--- config.mk ---
export PLATFORM = sky130hd
export DESIGN_NAME = cache_rd_arbiter
export DESIGN_NICKNAME = d
export VERILOG_FILES = /design/src/rtl/cache_rd_arbiter.sv
export SDC_FILE = /design/constraint.sdc
export NUM_CORES = 1
export LEC_CHECK = 0
export BUFFER_PORTS_ARGS = -buffer_cell sky130_fd_sc_hd__buf_2
export CORE_AREA = 2 2 97 99
export CTS_CLUSTER_SIZE = 24
export DETAILED_ROUTE_END_ITERATION = 10
export DIE_AREA = 0 0 99 101
export PLACE_DENSITY = 0.77
export REMOVE_ABC_BUFFERS = 1
export SLEW_MARGIN = 10
export SYNTH_ARGS = -nofsm -noshare
export SYNTH_HDL_FRONTEND = slang
export SYNTH_SLANG_ARGS = --single-unit
--- constraint.sdc ---
create_clock -name aclk -period 3.5 [get_ports aclk]
set_clock_uncertainty 0.1 [all_clocks]
set_input_delay 0.175 -clock aclk [delete_from_list [all_inputs] [get_ports aclk]]
set_output_delay 0.175 -clock aclk [all_outputs]
set_load 0.02 [all_outputs]
--- src/rtl/cache_rd_arbiter.sv ---
// Arbitrates icache/dcache reads onto one bridge read port, one read outstanding, with write-line hazard hold-off.
// Grant in IDLE is combinational (rd_rdy); mem_rd_req follows one cycle later and holds until mem_rd_rdy.
module cache_rd_arbiter #(
  parameter int STARVE_LIMIT     = 4,
  parameter int LINE_OFFSET_BITS = 4
) (
  input  logic        aclk,
  input  logic        areset,
  input  logic        icache_rd_req,
  input  logic [2:0]  icache_rd_type,
  input  logic [31:0] icache_rd_addr,
  output logic        icache_rd_rdy,
  output logic        icache_ret_valid,
  output logic        icache_ret_last,
  output logic [31:0] icache_ret_data,
  input  logic        dcache_rd_req,
  input  logic [2:0]  dcache_rd_type,
  input  logic [31:0] dcache_rd_addr,
  output logic        dcache_rd_rdy,
  output logic        dcache_ret_valid,
  output logic        dcache_ret_last,
  output logic [31:0] dcache_ret_data,
  input  logic        wr_pending,
  input  logic [31:0] wr_addr,
  output logic        mem_rd_req,
  output logic [2:0]  mem_rd_type,
  output logic [31:0] mem_rd_addr,
  input  logic        mem_rd_rdy,
  input  logic        mem_ret_valid,
  input  logic        mem_ret_last,
  input  logic [31:0] mem_ret_data
);

  typedef enum logic [2:0] {
    IDLE = 3'b001,
    REQ  = 3'b010,
    RESP = 3'b100
  } state_e;

  localparam logic [3:0] LIMIT = 4'(STARVE_LIMIT);

  state_e      state_q, state_d;
  logic        owner_q, owner_d;
  logic [31:0] addr_q, addr_d;
  logic [2:0]  type_q, type_d;
  logic [3:0]  starve_cnt_q, starve_cnt_d;

  logic i_blk, d_blk, i_elig, d_elig, i_win, d_win;

  // Line compare done on shifted full words so the offset bits drop out.
  assign i_blk  = wr_pending && ((icache_rd_addr >> LINE_OFFSET_BITS) == (wr_addr >> LINE_OFFSET_BITS));
  assign d_blk  = wr_pending && ((dcache_rd_addr >> LINE_OFFSET_BITS) == (wr_addr >> LINE_OFFSET_BITS));
  assign i_elig = icache_rd_req && !i_blk;
  assign d_elig = dcache_rd_req && !d_blk;
  assign i_win  = i_elig && (!d_elig || (starve_cnt_q == LIMIT));
  assign d_win  = d_elig && !i_win;

  assign mem_rd_addr = addr_q;
  assign mem_rd_type = type_q;

  always_comb begin
    state_d          = state_q;
    owner_d          = owner_q;
    addr_d           = addr_q;
    type_d           = type_q;
    starve_cnt_d     = starve_cnt_q;
    icache_rd_rdy    = 1'b0;
    dcache_rd_rdy    = 1'b0;
    mem_rd_req       = 1'b0;
    icache_ret_valid = 1'b0;
    icache_ret_last  = 1'b0;
    dcache_ret_valid = 1'b0;
    dcache_ret_last  = 1'b0;
    icache_ret_data  = areset ? 32'h0 : mem_ret_data;
    dcache_ret_data  = areset ? 32'h0 : mem_ret_data;
    case (state_q)
      IDLE: begin
        if (!areset && (i_win || d_win)) begin
          icache_rd_rdy = i_win;
          dcache_rd_rdy = d_win;
          owner_d       = d_win;
          addr_d        = d_win ? dcache_rd_addr : icache_rd_addr;
          type_d        = d_win ? dcache_rd_type : icache_rd_type;
          state_d       = REQ;
          if (i_win) begin
            starve_cnt_d = 4'd0;
          end else if (i_elig && (starve_cnt_q < LIMIT)) begin
            starve_cnt_d = starve_cnt_q + 4'd1;
          end
        end
      end
      REQ: begin
        mem_rd_req = 1'b1;
        if (mem_rd_rdy) begin
          state_d = RESP;
        end
      end
      RESP: begin
        icache_ret_valid = !owner_q && mem_ret_valid;
        icache_ret_last  = !owner_q && mem_ret_valid && mem_ret_last;
        dcache_ret_valid = owner_q && mem_ret_valid;
        dcache_ret_last  = owner_q && mem_ret_valid && mem_ret_last;
        if (mem_ret_valid && mem_ret_last) begin
          state_d = IDLE;
        end
      end
      default: state_d = IDLE;
    endcase
  end

  always_ff @(posedge aclk or posedge areset) begin
    if (areset) begin
      state_q      <= IDLE;
      owner_q      <= 1'b0;
      addr_q       <= 32'h0;
      type_q       <= 3'b000;
      starve_cnt_q <= 4'd0;
    end else begin
      state_q      <= state_d;
      owner_q      <= owner_d;
      addr_q       <= addr_d;
      type_q       <= type_d;
      starve_cnt_q <= starve_cnt_d;
    end
  end

endmodule

==> results.json, run 1 <==
{
  "seqPwrFrac": 0.324,
  "seq_area_frac_synth": 0.311,
  "synth_top_area_frac": 0.304,
  "tns_ns": 0,
  "antenna_left": 0,
  "drtIter0Drc": 165,
  "port_buffers": 243,
  "synth_edf_count": 0,
  "die_x_um": 99,
  "setup_viol": 0,
  "remaining_drc_errors": 0,
  "num_vias": 3981,
  "netlist_area_um2": 3460,
  "grt_first_pass_wirelength_um": 18800,
  "final_util": 0.520,
  "chipHeight_um": 101,
  "yosysWarnings": 0,
  "die-area_um2": 10000,
  "num-fill-cells": 871,
  "fmax_mhz": 340,
  "end_kind": "output port",
  "critPathArrivalTime_ns": 2.67,
  "clk_pin_slew_worst_paths_ns": 0.08,
  "p_total_uw": 2670,
  "timing.final.crit_share": 0.841,
  "overflow": 0,
  "diodes": 0,
  "whs_ns": -0.00175,
  "path_max_fanout": 38,
  "vias_per_cell": 5.46,
  "drive_gt1_frac": 0.439,
  "synth.most_common_cell": "xnor2_1",
  "synth_common_cells": "xnor2_1, dfrtp_1, nand3_1",
  "slew_headroom": 0.245,
  "postCtsHoldBufs": 0,
  "antenna_found_initial": 1,
  "hpwl_um": 9650,
  "routedWlPerCell_um": 16.9,
  "clock-root-buffer": "clkbuf_8",
  "synth_flop_cell": "dfrtp_1",
  "syn_area_per_cell_um2": 8.26,
  "p_leak_uw": 0.00216,
  "fin_nets": 761,
  "pin_count": 248,
  "max_slew.worst_pin.slew_ns": 1.13,
  "ys_types": 42,
  "rows": 35,
  "htreeDepth": 2,
  "place_area_um2": 4550,
  "totalWireLength_um": 12400,
  "clockPowerShare": 0.154,
  "switchingPower_uw": 1200,
  "clockBufferDepth": 2,
  "critical_path_class": "flip-flop to output port",
  "start_kind": "flip-flop",
  "post_cts_buffers": 0,
  "fin_crit_ns": 2.94,
  "crit_required_ns": 3.22,
  "clock_sinks": 43,
  "grt_pass1_vias": 3770,
  "ir_drop_mv": 0.288,
  "numCtsBuffers": 5,
  "violations": "negative hold slack",
  "dr.pass1.iters": 4,
  "rsz0062_at_grt": "no",
  "core_area_um2": 8980,
  "status": "complete, but fails checks",
  "area_delta_synth_final_pct": 34.8,
  "ctsResizeCount": 0,
  "ys_ff_latch": 43,
  "tritoncts": "yes",
  "drv_slew": 0,
  "place.gp.congestion": 0.835,
  "clk_latency_ns": 0.29,
  "syn-instance-count": 419,
  "grt_max_degree": 44,
  "cap_viol_max_count": 0,
  "combPwrFrac": 0.522,
  "p_int_uw": 1470,
  "switching_share": 0.449,
  "powerDensity_nw_per_um2": 571,
  "synth-async-reset-ratio": 1.00,
  "synthTopCellsByArea": "dfrtp_1, xnor2_1, buf_4",
  "post-route-cell-area_um2": 4670,
  "hp-class": "primary input to flip-flop",
  "grt_usage": 0.234,
  "synth_top_cell_by_area": "dfrtp_1",
  "start_util": 0.386,
  "hold_violations": 1
}
==> layout by cell type, fill, tap and decap left out, types with 3 or more instances in the layout <==
master	Yosys	final
buf_2	7	243
nand2_1	6	6
clkbuf_8	0	6
nand2b_1	3	3
dfrtp_1	42	42
nand3_1	39	39
a21o_1	3	3
buf_4	32	8
nor4_1	3	3
nor2_1	8	8
o21ai_0	19	19
xnor2_1	56	56
nor3_1	36	36
o21ai_1	18	18
a31oi_1	38	37
inv_1	10	9
a21oi_1	3	3
nand4_1	17	17
nor2b_1	33	33
==> critical path, cell delays in order (launching register included) <==
cell	delay, ns
dfstp_2	0.60
nand3_1	0.36
a21oi_4	0.92
and3_1	0.29
buf_2	0.18
==> per-stage QoR <==
stage | worst slack [ns] | instances
global placement | 0.880 | 721
detailed placement | 0.846 | 721
global route | 0.392 | 729
finish | 0.558 | 729
CTS | 0.516 | 729
floorplan | -0.106 | 359
==> final timing paths <==
kind	slack (ns)	end	cells after the start	start
min reg2reg	0.46	mem_rd_addr[21]	2	mem_rd_addr[21]
max reg2reg	1.03	owner_q	5	state_q[0]
min	-0.002	state_q[1]	2	mem_rd_rdy
min in group asynchronous	0.17	mem_rd_addr[31]	3	areset
max	0.56	icache_rd_rdy	4	state_q[0]
max in group asynchronous	2.74	mem_rd_addr[5]	3	areset
==> power groups by stage <==
stage / Combinational, uW / Clock [uW] / Sequential [uW]
floorplan: 614 / 0 / 1090
global placement: 1360 / 0 / 861
detailed placement: 1400 / 0 / 871
CTS: 1400 / 415 / 863
global route: 1520 / 434 / 898
finish: 1390 / 411 / 864
==> kinds of logic (layout without fill, tap and decap cells) <==
kind of cell,after synthesis,count (layout),synth area share
flops,43,43,0.311
xor+xnor,56,56,0.142
fa+ha+maj,2,2,0.00723
mux,1,1,0.00289
buf+inv,70,269,0.121
compound gates,93,93,0.167
simple gates,154,154,0.249
==> routing by layer <==
metal,track usage,up-vias,part of all wire
met5,0,-,0.0011
met4,0.0590,2,0.013
met3,0.0541,17,0.098
met2,0.408,228,0.50
met1,0.291,1860,0.39
li1,-,1874,-
==> final cells by class <==
type	count	area (um2)	area share
Tap cell	111	139	0.0298
Clock inverter	2	35.0	0.00751
Sequential cell	43	1080	0.231
Inverter	10	37.5	0.00804
Multi-Input combinational cell	306	2020	0.433
Clock buffer	6	82.6	0.0177
Timing Repair Buffer	251	1280	0.273
==> registers in the layout, summed over array words and instances (netlist names) <==
register / count
owner_q: 1
mem_rd_addr: 32
starve_cnt_q: 4
mem_rd_type: 3
state_q: 3
Power figures use the tool's default switching activity.
==> run 2, diff against run 1 <==
==> constraint.sdc (replaced) <==
create_clock -name aclk -period 2.8 [get_ports aclk]
set_clock_uncertainty 0.1 [all_clocks]
set_input_delay 0.14 -clock aclk [delete_from_list [all_inputs] [get_ports aclk]]
set_output_delay 0.14 -clock aclk [all_outputs]
set_load 0.02 [all_outputs]
==> results.json, run 2 (synthesis results as in run 1) <==
{
  "drive_gt1_frac": 0.444,
  "grt_pass1_vias": 3846,
  "vias_per_cell": 5.50,
  "layout_commonest_cell": "buf_2",
  "worstHoldStart": "dcache_rd_addr[1]",
  "whs_ns": 0.0129,
  "rsz0062_at_grt": "no",
  "core_area_um2": 8980,
  "slew_headroom": 0.490,
  "area_delta_synth_final_pct": 36.9,
  "tritoncts": "yes",
  "rows": 35,
  "ir_drop_mv": 0.330,
  "numCtsBuffers": 5,
  "max_slew.worst_pin.slew_ns": 0.764,
  "drtIter0Drc": 279,
  "place.gp.congestion": 0.839,
  "grt_max_degree": 44,
  "num-fill-cells": 842,
  "powerDensity_nw_per_um2": 686,
  "pin_count": 248,
  "seq_area_um2": 1080,
  "dpl.cell_count": 730,
  "die-area_um2": 10000,
  "cp_cell_sequence": "nand3_1, a311oi_4, buf_4, nor2_1, a21o_1",
  "num_vias": 4083,
  "dr.pass1.iters": 5,
  "fin_crit_ns": 2.40,
  "hp-class": "primary input to flip-flop",
  "grt_first_pass_wirelength_um": 19200,
  "fmax_mhz": 416,
  "cap_viol_max_count": 0,
  "path_max_fanout": 22,
  "grt_usage": 0.238,
  "crit_required_ns": 2.89,
  "hpwl_um": 10000,
  "end_kind": "flip-flop",
  "drv_slew": 0,
  "clk_latency_ns": 0.29,
  "clockBufferDepth": 2,
  "worst_path_max_delay_cell": "a311oi_4",
  "antenna_left": 0,
  "cp-startpoint": "state_q[0]",
  "clk_pin_slew_worst_paths_ns": 0.09,
  "diodes": 0,
  "status": "finished clean",
  "critical_path.n_buffers_inverters": 1,
  "htreeDepth": 2,
  "hold_violations": 0,
  "routedWlPerCell_um": 17.1,
  "die_x_um": 99,
  "antenna_found_initial": 0,
  "largest_register_ffs": 32,
  "layoutNonFillerInstCount": 742,
  "chipHeight_um": 101,
  "port_buffers": 243,
  "setup_viol": 0,
  "clock-root-buffer": "clkbuf_8",
  "multiInputGateArea_um2": 2020,
  "overflow": 0,
  "final_cell_mix": "buf_2, xnor2_1, dfrtp_1, nand3_1, a31oi_1",
  "crit_family": "compound AO/OA/AOI/OAI gates",
  "start_kind": "flip-flop",
  "critical-path-max-stage-delay_ns": 0.73,
  "p_leak_uw": 0.00220,
  "fin_nets": 774,
  "critPathArrivalTime_ns": 2.49,
  "totalWireLength_um": 12700,
  "start_util": 0.386,
  "r2r-start": "state_q[0]",
  "timing.final.crit_share": 0.858,
  "critical_path_class": "flip-flop to flip-flop",
  "remaining_drc_errors": 0,
  "clock_sinks": 43
}
[run 2: final timing paths]
path | to | slack [ns] | cells after the start
min in group asynchronous | mem_rd_addr[16] | 0.48 | 4
max reg2reg | owner_q | 0.40 | 5
min | mem_rd_addr[1] | 0.01 | 3
max in group asynchronous | starve_cnt_q[2] | 1.74 | 4
min reg2reg | owner_q | 0.46 | 1
max | owner_q | 0.40 | 5
[run 2: area by class of cell]
cell class / instances / share of cell area
Inverter: 10 / 0.00792
Clock inverter: 3 / 0.00317
Multi-Input combinational cell: 306 / 0.426
Clock buffer: 5 / 0.0145
Timing Repair Buffer: 264 / 0.292
Sequential cell: 43 / 0.227
Tap cell: 111 / 0.0293
[run 2: power breakdown]
group	internal [uW]	leakage (uW)	total, uW	switching, uW
clock	171	0.0000477	395	224
combinational	665	0.00168	1780	1110
sequential	906	0.000481	1080	173
total	1740	0.00220	3250	1510
[run 2: metal layers]
layer | GRT usage | up-vias | wire length (um)
met5 | 0 | - | 0
met4 | 0.0685 | 0 | 257
met3 | 0.0437 | 24 | 1130
met2 | 0.413 | 245 | 6280
met1 | 0.304 | 1914 | 5020
li1 | - | 1900 | -
[run 2: through the flow]
stage | total power [uW] | instance area, um2 | setup WS, ns | utilization | setup TNS (ns)
2_1_floorplan | 2130 | 3080 | -0.806 | - | -20.29
4_1_cts | 3270 | 4740 | 0.387 | 0.528 | 0
3_3_place_gp | 2800 | 4620 | 0.431 | 0.514 | 0
6_report | 3250 | 4740 | 0.399 | 0.528 | 0
3_5_place_dp | 2860 | 4620 | 0.384 | 0.514 | 0
5_1_grt | 3470 | 4740 | 0.262 | 0.528 | 0
[run 2: worst reg2reg max path: stages, from the launching register on]
cell and delay (ns):
dfstp_2 0.60, nand3_1 0.17, a311oi_4 0.73, buf_4 0.40, nor2_1 0.10, a21o_1 0.19
[run 2: what timing repair did]
action,CTS,global route
buffers inserted,0,0
endpoints found under the setup margin,0,0
endpoints found under the hold margin,45,0
hold buffers,4,0
resized for setup,0,0
